`config.mk`:
```
export PLATFORM = sky130hd
export DESIGN_NAME = prog_freq_div
export DESIGN_NICKNAME = d
export VERILOG_FILES = /design/src/rtl/prog_freq_div.sv
export SDC_FILE = /design/constraint.sdc
export NUM_CORES = 1
export LEC_CHECK = 0
export CAP_MARGIN = 10
export CORE_AREA = 4 4 67 81
export CTS_BUF_LIST = sky130_fd_sc_hd__clkbuf_4
export DETAILED_ROUTE_END_ITERATION = 8
export DIE_AREA = 0 0 71 85
export HOLD_SLACK_MARGIN = 0.08
export PLACE_DENSITY = 0.66
export RECOVER_POWER = 100
export SLEW_MARGIN = 40
export SYNTH_ARGS = -nofsm -noshare
export SYNTH_HDL_FRONTEND = slang
export SYNTH_SLANG_ARGS = --single-unit
```
`constraint.sdc`:
```
create_clock -name clk -period 2.5 [get_ports clk]
set_input_delay 0.25 -clock clk [delete_from_list [all_inputs] [get_ports clk]]
set_output_delay 0.25 -clock clk [all_outputs]
set_load 0.01 [all_outputs]
```
`src/rtl/prog_freq_div.sv`:
```
// prog_freq_div: runtime-programmable integer clock divider (N = 2..2^W-1) with glitch-free
// divisor changes at period boundaries. Define PROG_FREQ_DIV_DUTY50_EN for 50% duty on odd N.
module prog_freq_div #(
  parameter int W       = 8,
  parameter int DEF_DIV = 2
) (
  input  logic         clk,
  input  logic         rst,
  input  logic         en,
  input  logic [W-1:0] div_val,
  input  logic         div_load,
  output logic         clk_out,
  output logic         tick,
  output logic [W-1:0] cur_div,
  output logic         pend,
  output logic         cfg_err
);

  localparam int MAX_DIV = (1 << W) - 1;

  if (DEF_DIV < 2 || DEF_DIV > MAX_DIV) begin : g_bad_def_div
    $error("prog_freq_div: DEF_DIV=%0d outside 2..%0d", DEF_DIV, MAX_DIV);
  end

  typedef enum logic {
    IDLE = 1'b0,
    RUN  = 1'b1
  } state_t;

  state_t       state_q, state_d;
  logic [W-1:0] cnt_q, cnt_d;
  logic [W-1:0] div_q, div_d;
  logic [W-1:0] pdiv_q, pdiv_d;
  logic         pend_q, pend_d;
  logic         hi_q, hi_d;
  logic         tick_q, tick_d;
  logic         err_q, err_d;

  logic         load_ok;
  logic         at_wrap;
  logic         boundary;
  logic [W-1:0] cnt_inc;

  // State register: every flop shares the synchronous active-low reset.
  always_ff @(posedge clk) begin
    // NOTE: non-blocking assignments here so every flop samples pre-edge values.
    if (!rst) begin
      state_q <= IDLE;
      cnt_q   <= '0;
      div_q   <= W'(DEF_DIV);
      pdiv_q  <= W'(DEF_DIV);
      pend_q  <= 1'b0;
      hi_q    <= 1'b0;
      tick_q  <= 1'b0;
      err_q   <= 1'b0;
    end else begin
      state_q <= state_d;
      cnt_q   <= cnt_d;
      div_q   <= div_d;
      pdiv_q  <= pdiv_d;
      pend_q  <= pend_d;
      hi_q    <= hi_d;
      tick_q  <= tick_d;
      err_q   <= err_d;
    end
  end

  // Next-state logic. IDLE counts as a boundary, so loads there apply at once.
  always_comb begin
    // NOTE: every variable gets a default first so no path can infer a latch.
    state_d  = state_q;
    cnt_d    = cnt_q;
    div_d    = div_q;
    pdiv_d   = pdiv_q;
    pend_d   = pend_q;
    hi_d     = hi_q;
    tick_d   = 1'b0;
    cnt_inc  = cnt_q + W'(1);

    load_ok  = div_load && (div_val >= W'(2));
    err_d    = div_load && (div_val <  W'(2));
    at_wrap  = (state_q == RUN) && (cnt_q == div_q - W'(1));
    boundary = (state_q == IDLE) || at_wrap;

    if (boundary) begin
      // Same-edge load beats an older pending value; either way pend clears.
      if (load_ok) begin
        div_d = div_val;
      end else if (pend_q) begin
        div_d = pdiv_q;
      end
      pend_d = 1'b0;
    end else if (load_ok) begin
      pdiv_d = div_val;
      pend_d = 1'b1;
    end

    unique case (state_q)
      IDLE: begin
        cnt_d = '0;
        if (en) begin
          state_d = RUN;
          hi_d    = 1'b1;
          tick_d  = 1'b1;
        end else begin
          hi_d    = 1'b0;
        end
      end
      RUN: begin
        if (at_wrap) begin
          cnt_d = '0;
          if (en) begin
            hi_d   = 1'b1;
            tick_d = 1'b1;
          end else begin
            state_d = IDLE;
            hi_d    = 1'b0;
          end
        end else begin
          cnt_d = cnt_inc;
          hi_d  = (cnt_inc < (div_q >> 1));
        end
      end
      default: begin
        state_d = IDLE;
        cnt_d   = '0;
        hi_d    = 1'b0;
      end
    endcase
  end

`ifdef PROG_FREQ_DIV_DUTY50_EN
  logic hi_n_q;

  // Half-cycle delayed copy stretches the odd-N high time by half a clk period.
  always_ff @(negedge clk) begin
    if (!rst) begin
      hi_n_q <= 1'b0;
    end else begin
      hi_n_q <= hi_q;
    end
  end
`endif

  // Output logic.
  always_comb begin
`ifdef PROG_FREQ_DIV_DUTY50_EN
    clk_out = hi_q | (hi_n_q & div_q[0]);
`else
    clk_out = hi_q;
`endif
    tick    = tick_q;
    cur_div = div_q;
    pend    = pend_q;
    cfg_err = err_q;
  end

endmodule

```
Word-level counts from Yosys, hierarchy flattened
Cells that the tools add are included.
- register bits after elaboration: 29
- bits in latches: 0
- bits in writable memories: 0
- ROM bits: 0
- bits of input ports: 12
- output and inout port bits: 12
- word-level logic and storage cells: 36
- memories kept: 0
- add/sub/neg operators: 2
- multiply operators: 0
- divide/modulo/power cells: 0
- magnitude comparators: 3
- equal/unequal tests: 1
- shift-type cells: 0
- multiplexer cells: 11
- bitwise logic cells: 3
- reductions and logical operators: 8
- operator list (operator ; number):
    two-way mux 8 bit ; 3
    case mux 8 bit (2 select lines) ; 1
    adder 8 x 1 -> 8 bit (second input constant) ; 1
    equality test 8 bit ; 1
    >= comparator 8 x 2 -> 1 bit (second input constant) ; 1
    < comparator 8 x 2 -> 1 bit (second input constant) ; 1
    < comparator 8 x 7 -> 1 bit ; 1
    subtractor 8 x 1 -> 8 bit (second input constant) ; 1
    case mux 1 bit (2 select lines) ; 3
    two-way mux 1 bit ; 4
    AND reduction 2 bit ; 2
    logical AND 1 bit ; 3
    NOT 1 bit ; 3
    nonzero test 2 bit ; 1
    OR reduction 2 bit ; 1
    logical OR 1 bit ; 1

Depth between registers and ports, before layout
- word-level depth: 6
- depth in mapped cells: 9
- depth with buffers taken out: 8

Least setup slack after synthesis
Ideal clock, no wire load.
- path kind: register to register
- from: register div_q[0], in the netlist cur_div[0]
- to: register div_q[0], in the netlist cur_div[0]
- setup time: 0.119 ns
- arrival time: 2.182 ns
- required time: 2.381 ns
- setup slack: 0.199 ns
- cell stages (with the launch flop): 10
- buffers on the path: 1
- period minus slack after synthesis: 2.301 ns
- cell sequence: dfxtp_1 -> inv_1 -> ha_1 -> or3b_1 -> nor3_2 -> xnor2_1 -> o31a_1 -> or3_1 -> buf_6 -> mux2i_1
- longest elaborated chain between the ends: 5
- ends and longest elaborated chain (what ; line ; text):
    start, declared ; 32 ; logic [W-1:0] div_q, div_d;
    start signal, assigned ; 50 ; div_q <= W'(DEF_DIV);
    start signal, assigned ; 59 ; div_q <= div_d;
    subtractor 8 x 1 -> 8 bit ; 82 ; at_wrap = (state_q == RUN) && (cnt_q == div_q - W'(1));
    equality test 8 bit ; 82 ;
    logical AND 1 bit ; 82 ;
    logical OR 1 bit ; 83 ; boundary = (state_q == IDLE) || at_wrap;
    AND reduction 2 bit (no line) ; -- ;
No other way between the ends.
A chain may end at the register's enable or synchronous reset.

Worst setup path in the final report
- from: register div_q[0], in the netlist cur_div[0]
- to: register div_q[1], in the netlist cur_div[1]
The elaborated chain is that of the path after synthesis.

==> reports/qor_table.md <==
| Stage | Result | Value |
| --- | --- | --- |
| sta | Min Tclk post-route | 2297 ps |
| synthesis | Most repeated cell in the gate-level netlist after synthesis | nand2_1 |
| route | Wire length per cell | 12.33 microns |
| synthesis | Instance count of the mapped netlist | 192 |
| route | Via count | 1360 |
| route | # DRC | 0 |
| grt | Largest net degree at the start of global routing | 28 |
| floorplanning | Ports placed on the boundary | 24 |
| sta | Slew Limit Headroom | 0.7622 |
| sta | TNS Setup | 0 ps |
| floorplanning | Cell row count | 27 |
| clocking | Maximum number of buffers from clock root to sink | 2 |
| grt | Global-route wire length before repair | 6182 microns |
| clocking | Sink count of the clock tree | 29 |
| sta | Worst clock skew | 8.289 ps |
| synthesis | Summed instance area of the synthesized netlist | 1597 sq um |
| power | Highest ir drop seen on vdd | 0.3523 mV |
| grt | GRT Overall Usage | 0.1263 |
| synthesis | Count of flip-flops with a built-in enable after synthesis | 0 |
| floorplanning | Standard cell core area | 4594 sq um |
| worst setup path | Launching element type of the critical path | flip-flop |
| synthesis | Largest area contributor in the synthesized netlist | dfxtp_1 |
| clocking | # hold bufs at CTS | 0 |
| sta | Number of failing setup endpoints in the final timing report | 0 |
| floorplanning | Die Y | 85 microns |
| route | Avg Vias per Cell | 4.875 |
| sta | Worst hold slack across all endpoints | 464.3 ps |
| worst setup path | Endpoint required time on the critical path | 2760 ps |
| clocking | Worst-Skew Late Latency | 330 ps |
| outcome | Outcome | completed |
| floorplanning | Area of the die | 6035 sq um |
| synthesis | #FFs+latches synth | 29 |
| final layout | Synthesis-to-layout area growth | 24.14% |
| worst setup path | Type of the setup path with the least slack | reg -> reg |
| synthesis | Share of flip-flops with an asynchronous set or reset | 0 |
| synthesis | Ranking of synthesized cells by instance count | 48 x nand2_1, 29 x dfxtp_1, 15 x mux2i_1 |
| route | TritonRoute pass-1 iters | 4 |
| final layout | Ant diodes | 0 |
| clocking | Worst-path clk slew | 100 ps |
| sta | Share of the clock period used by the worst path after layout | 0.9188 |
| synthesis | Area fraction of the dominant cell type after synthesis | 0.3636 |
| synthesis | Post-synth top flop | dfxtp_1 |
| route | Final wirelength | 3441 microns |
| worst setup path | Data arrival time at the worst-slack endpoint | 2550 ps |
| grt | Antenna violations before repair | 0 |
| worst hold path | Hold crit path type | reg -> reg |
| sta | Max-slew violation count | 0 |
| worst setup path | Maximum fanout along the worst path | 8 |
| flow run | Number of violations of the max-capacitance limit | 0 |
| placement | Number of I/O port buffers | 23 |
| synthesis | Cell types with the largest area share after synthesis | dfxtp_1 36%, nand2_1 11%, mux2i_1 9.4% |
| placement | Sum of net half-perimeters after detailed placement | 2672 microns |
| synthesis | Total of warnings raised by yosys | 0 |
| grt | GR Overflow Total | 0 |
| synthesis | Sequential area share after synthesis | 0.3636 |
| route | 1st-iter DRT viols | 43 |
| final layout | Share of cells above drive strength 1 | 0.08597 |
| sta | Max Freq | 435.3 MHz |
| power | Power per cell area | 582.9 nW/um^2 |
| clocking | TritonCTS buffer count | 5 |
| clocking | CTS tree | built |
| power | Total power consumption of the routed design | 1155 uW |
| final layout | Layout fillers | 497 |
| final layout | Post-layout net count | 240 |
| grt | Vias in the first global route | 1422 |
| placement | Global placer's final weighted congestion | 0.7611 |
| final layout | Area of combinational cells with multiple inputs | 937.1 sq um |
| power | Lkg Pwr | 0.0008273 uW |
| final layout | Sequential Area | 580.6 sq um |
| clocking | Master cell of the clock root buffer | clkbuf_4 |
| sta | Slew at the pin closest to its max-slew limit | 355.1 ps |
| floorplanning | Starting utilization of the core area | 0.3475 |
| sta | Setup repair after global routing missed its margin | false |
| route | Antenna-violating nets left | 0 |
| clocking | Post-CTS setup buffer count | 0 |
| floorplanning | Die Span X | 71 microns |
| synthesis | Number of distinct standard cells referenced by the synthesized netlist | 35 |
| synthesis | Mean Syn Cell Area | 8.315 sq um |
| sta | Final number of hold-violating endpoints | 0 |
| synthesis | Syn Nets | 212 |
| worst setup path | Worst Setup End Kind | flip-flop |
| clocking | Number of levels in the clock H-tree | 2 |
where the power goes:
| part | leakage [uW] | switching [uW] | total [uW] | internal (uW) |
|---|---|---|---|---|
| registers | 0.000236 | 29.1 | 522 | 493 |
| logic | 0.000548 | 122 | 250 | 127 |
| clock network | 0.0000433 | 165 | 384 | 219 |
cell families (layout without fill, tap and decap cells):
| group | count (synthesis) | after routing | share of synthesized area |
|---|---|---|---|
| adder cells (fa/ha/maj) | 8 | 8 | 0.06270 |
| XOR/XNOR | 15 | 15 | 0.08229 |
| multiplexers | 16 | 16 | 0.1011 |
| AO/OA/AOI/OAI | 24 | 24 | 0.1050 |
| buffers and inverters | 18 | 47 | 0.05408 |
| AND/OR/NAND/NOR | 82 | 82 | 0.2312 |
| flip-flops | 29 | 29 | 0.3636 |
worst max-delay path: stages, from the launching register on:
cell and delay (ps):
dfxtp_1 370, inv_1 80, ha_2 200, or3b_1 380
nor3_2 130, xnor2_1 80, o31a_1 370, or3_4 430
a31oi_1 180
area by class of cell:
| type | count | area share |
|---|---|---|
| Inverter | 10 | 0.01894 |
| Clock inverter | 2 | 0.01705 |
| Sequential cell | 29 | 0.2929 |
| Clock buffer | 6 | 0.02273 |
| Tap cell | 58 | 0.03662 |
| Multi-Input combinational cell | 145 | 0.4729 |
| Timing Repair Buffer | 29 | 0.1389 |
worst paths after layout:
| check | from | to | slack [ps] | depth (start not counted) |
|---|---|---|---|---|
| worst max-delay path | cur_div[0] | cur_div[1] | 200 | 8 |
| worst max register to register | cur_div[0] | cur_div[1] | 200 | 8 |
| worst min register to register | pdiv_q[5] | pdiv_q[5] | 460 | 2 |
| worst min-delay path | pdiv_q[5] | pdiv_q[5] | 460 | 2 |
through the flow:
| stage | utilization | instances | setup WS, ps | instance area [sq um] |
|---|---|---|---|---|
| after CTS | 0.4308 | 279 | 117.0 | 1979 |
| final | 0.4314 | 279 | 203.0 | 1982 |
| after global placement | 0.4126 | 271 | 41.38 | 1896 |
| after global routing | 0.4314 | 279 | 19.15 | 1982 |
| after floorplan | - | 192 | 198.9 | 1597 |
| after detailed placement | 0.4126 | 271 | 5.281 | 1896 |
routing by layer:
layer	up-vias	wire length [microns]	track usage
met2	27	1827	0.2338
met5	-	0	0
met3	5	141	0.02725
li1	704	-	-
met4	0	43	0.05128
met1	624	1429	0.1371
cell usage in the layout (no fill, tap or decap), types with 2 or more instances in the layout:
cell	instances
a21oi_1	3
a22o_1	2
a31oi_1	3
and3_1	2
buf_4	6
clkbuf_4	6
clkdlybuf4s50_1	11
dfxtp_1	29
dlygate4sd3_1	12
ha_1	7
inv_1	10
mux2i_1	15
nand2_1	48
nand3_1	6
nor2_1	8
nor2b_1	8
nor3_1	3
nor4_1	2
o21ai_0	5
o21bai_1	2
xnor2_1	9
xor2_1	6
what timing repair did:
action                     CTS  global route
setup endpoints to repair    8             8
resized for setup            1             1
pin swaps                    0             1
sequential cells by signal (all words and copies together) (netlist names):
signal   count
tick         1
pdiv_q       8
clk_out      1
pend         1
cur_div      8
cfg_err      1
state_q      1
cnt_q        8
Note: power is estimated with default switching activity, not from simulation.
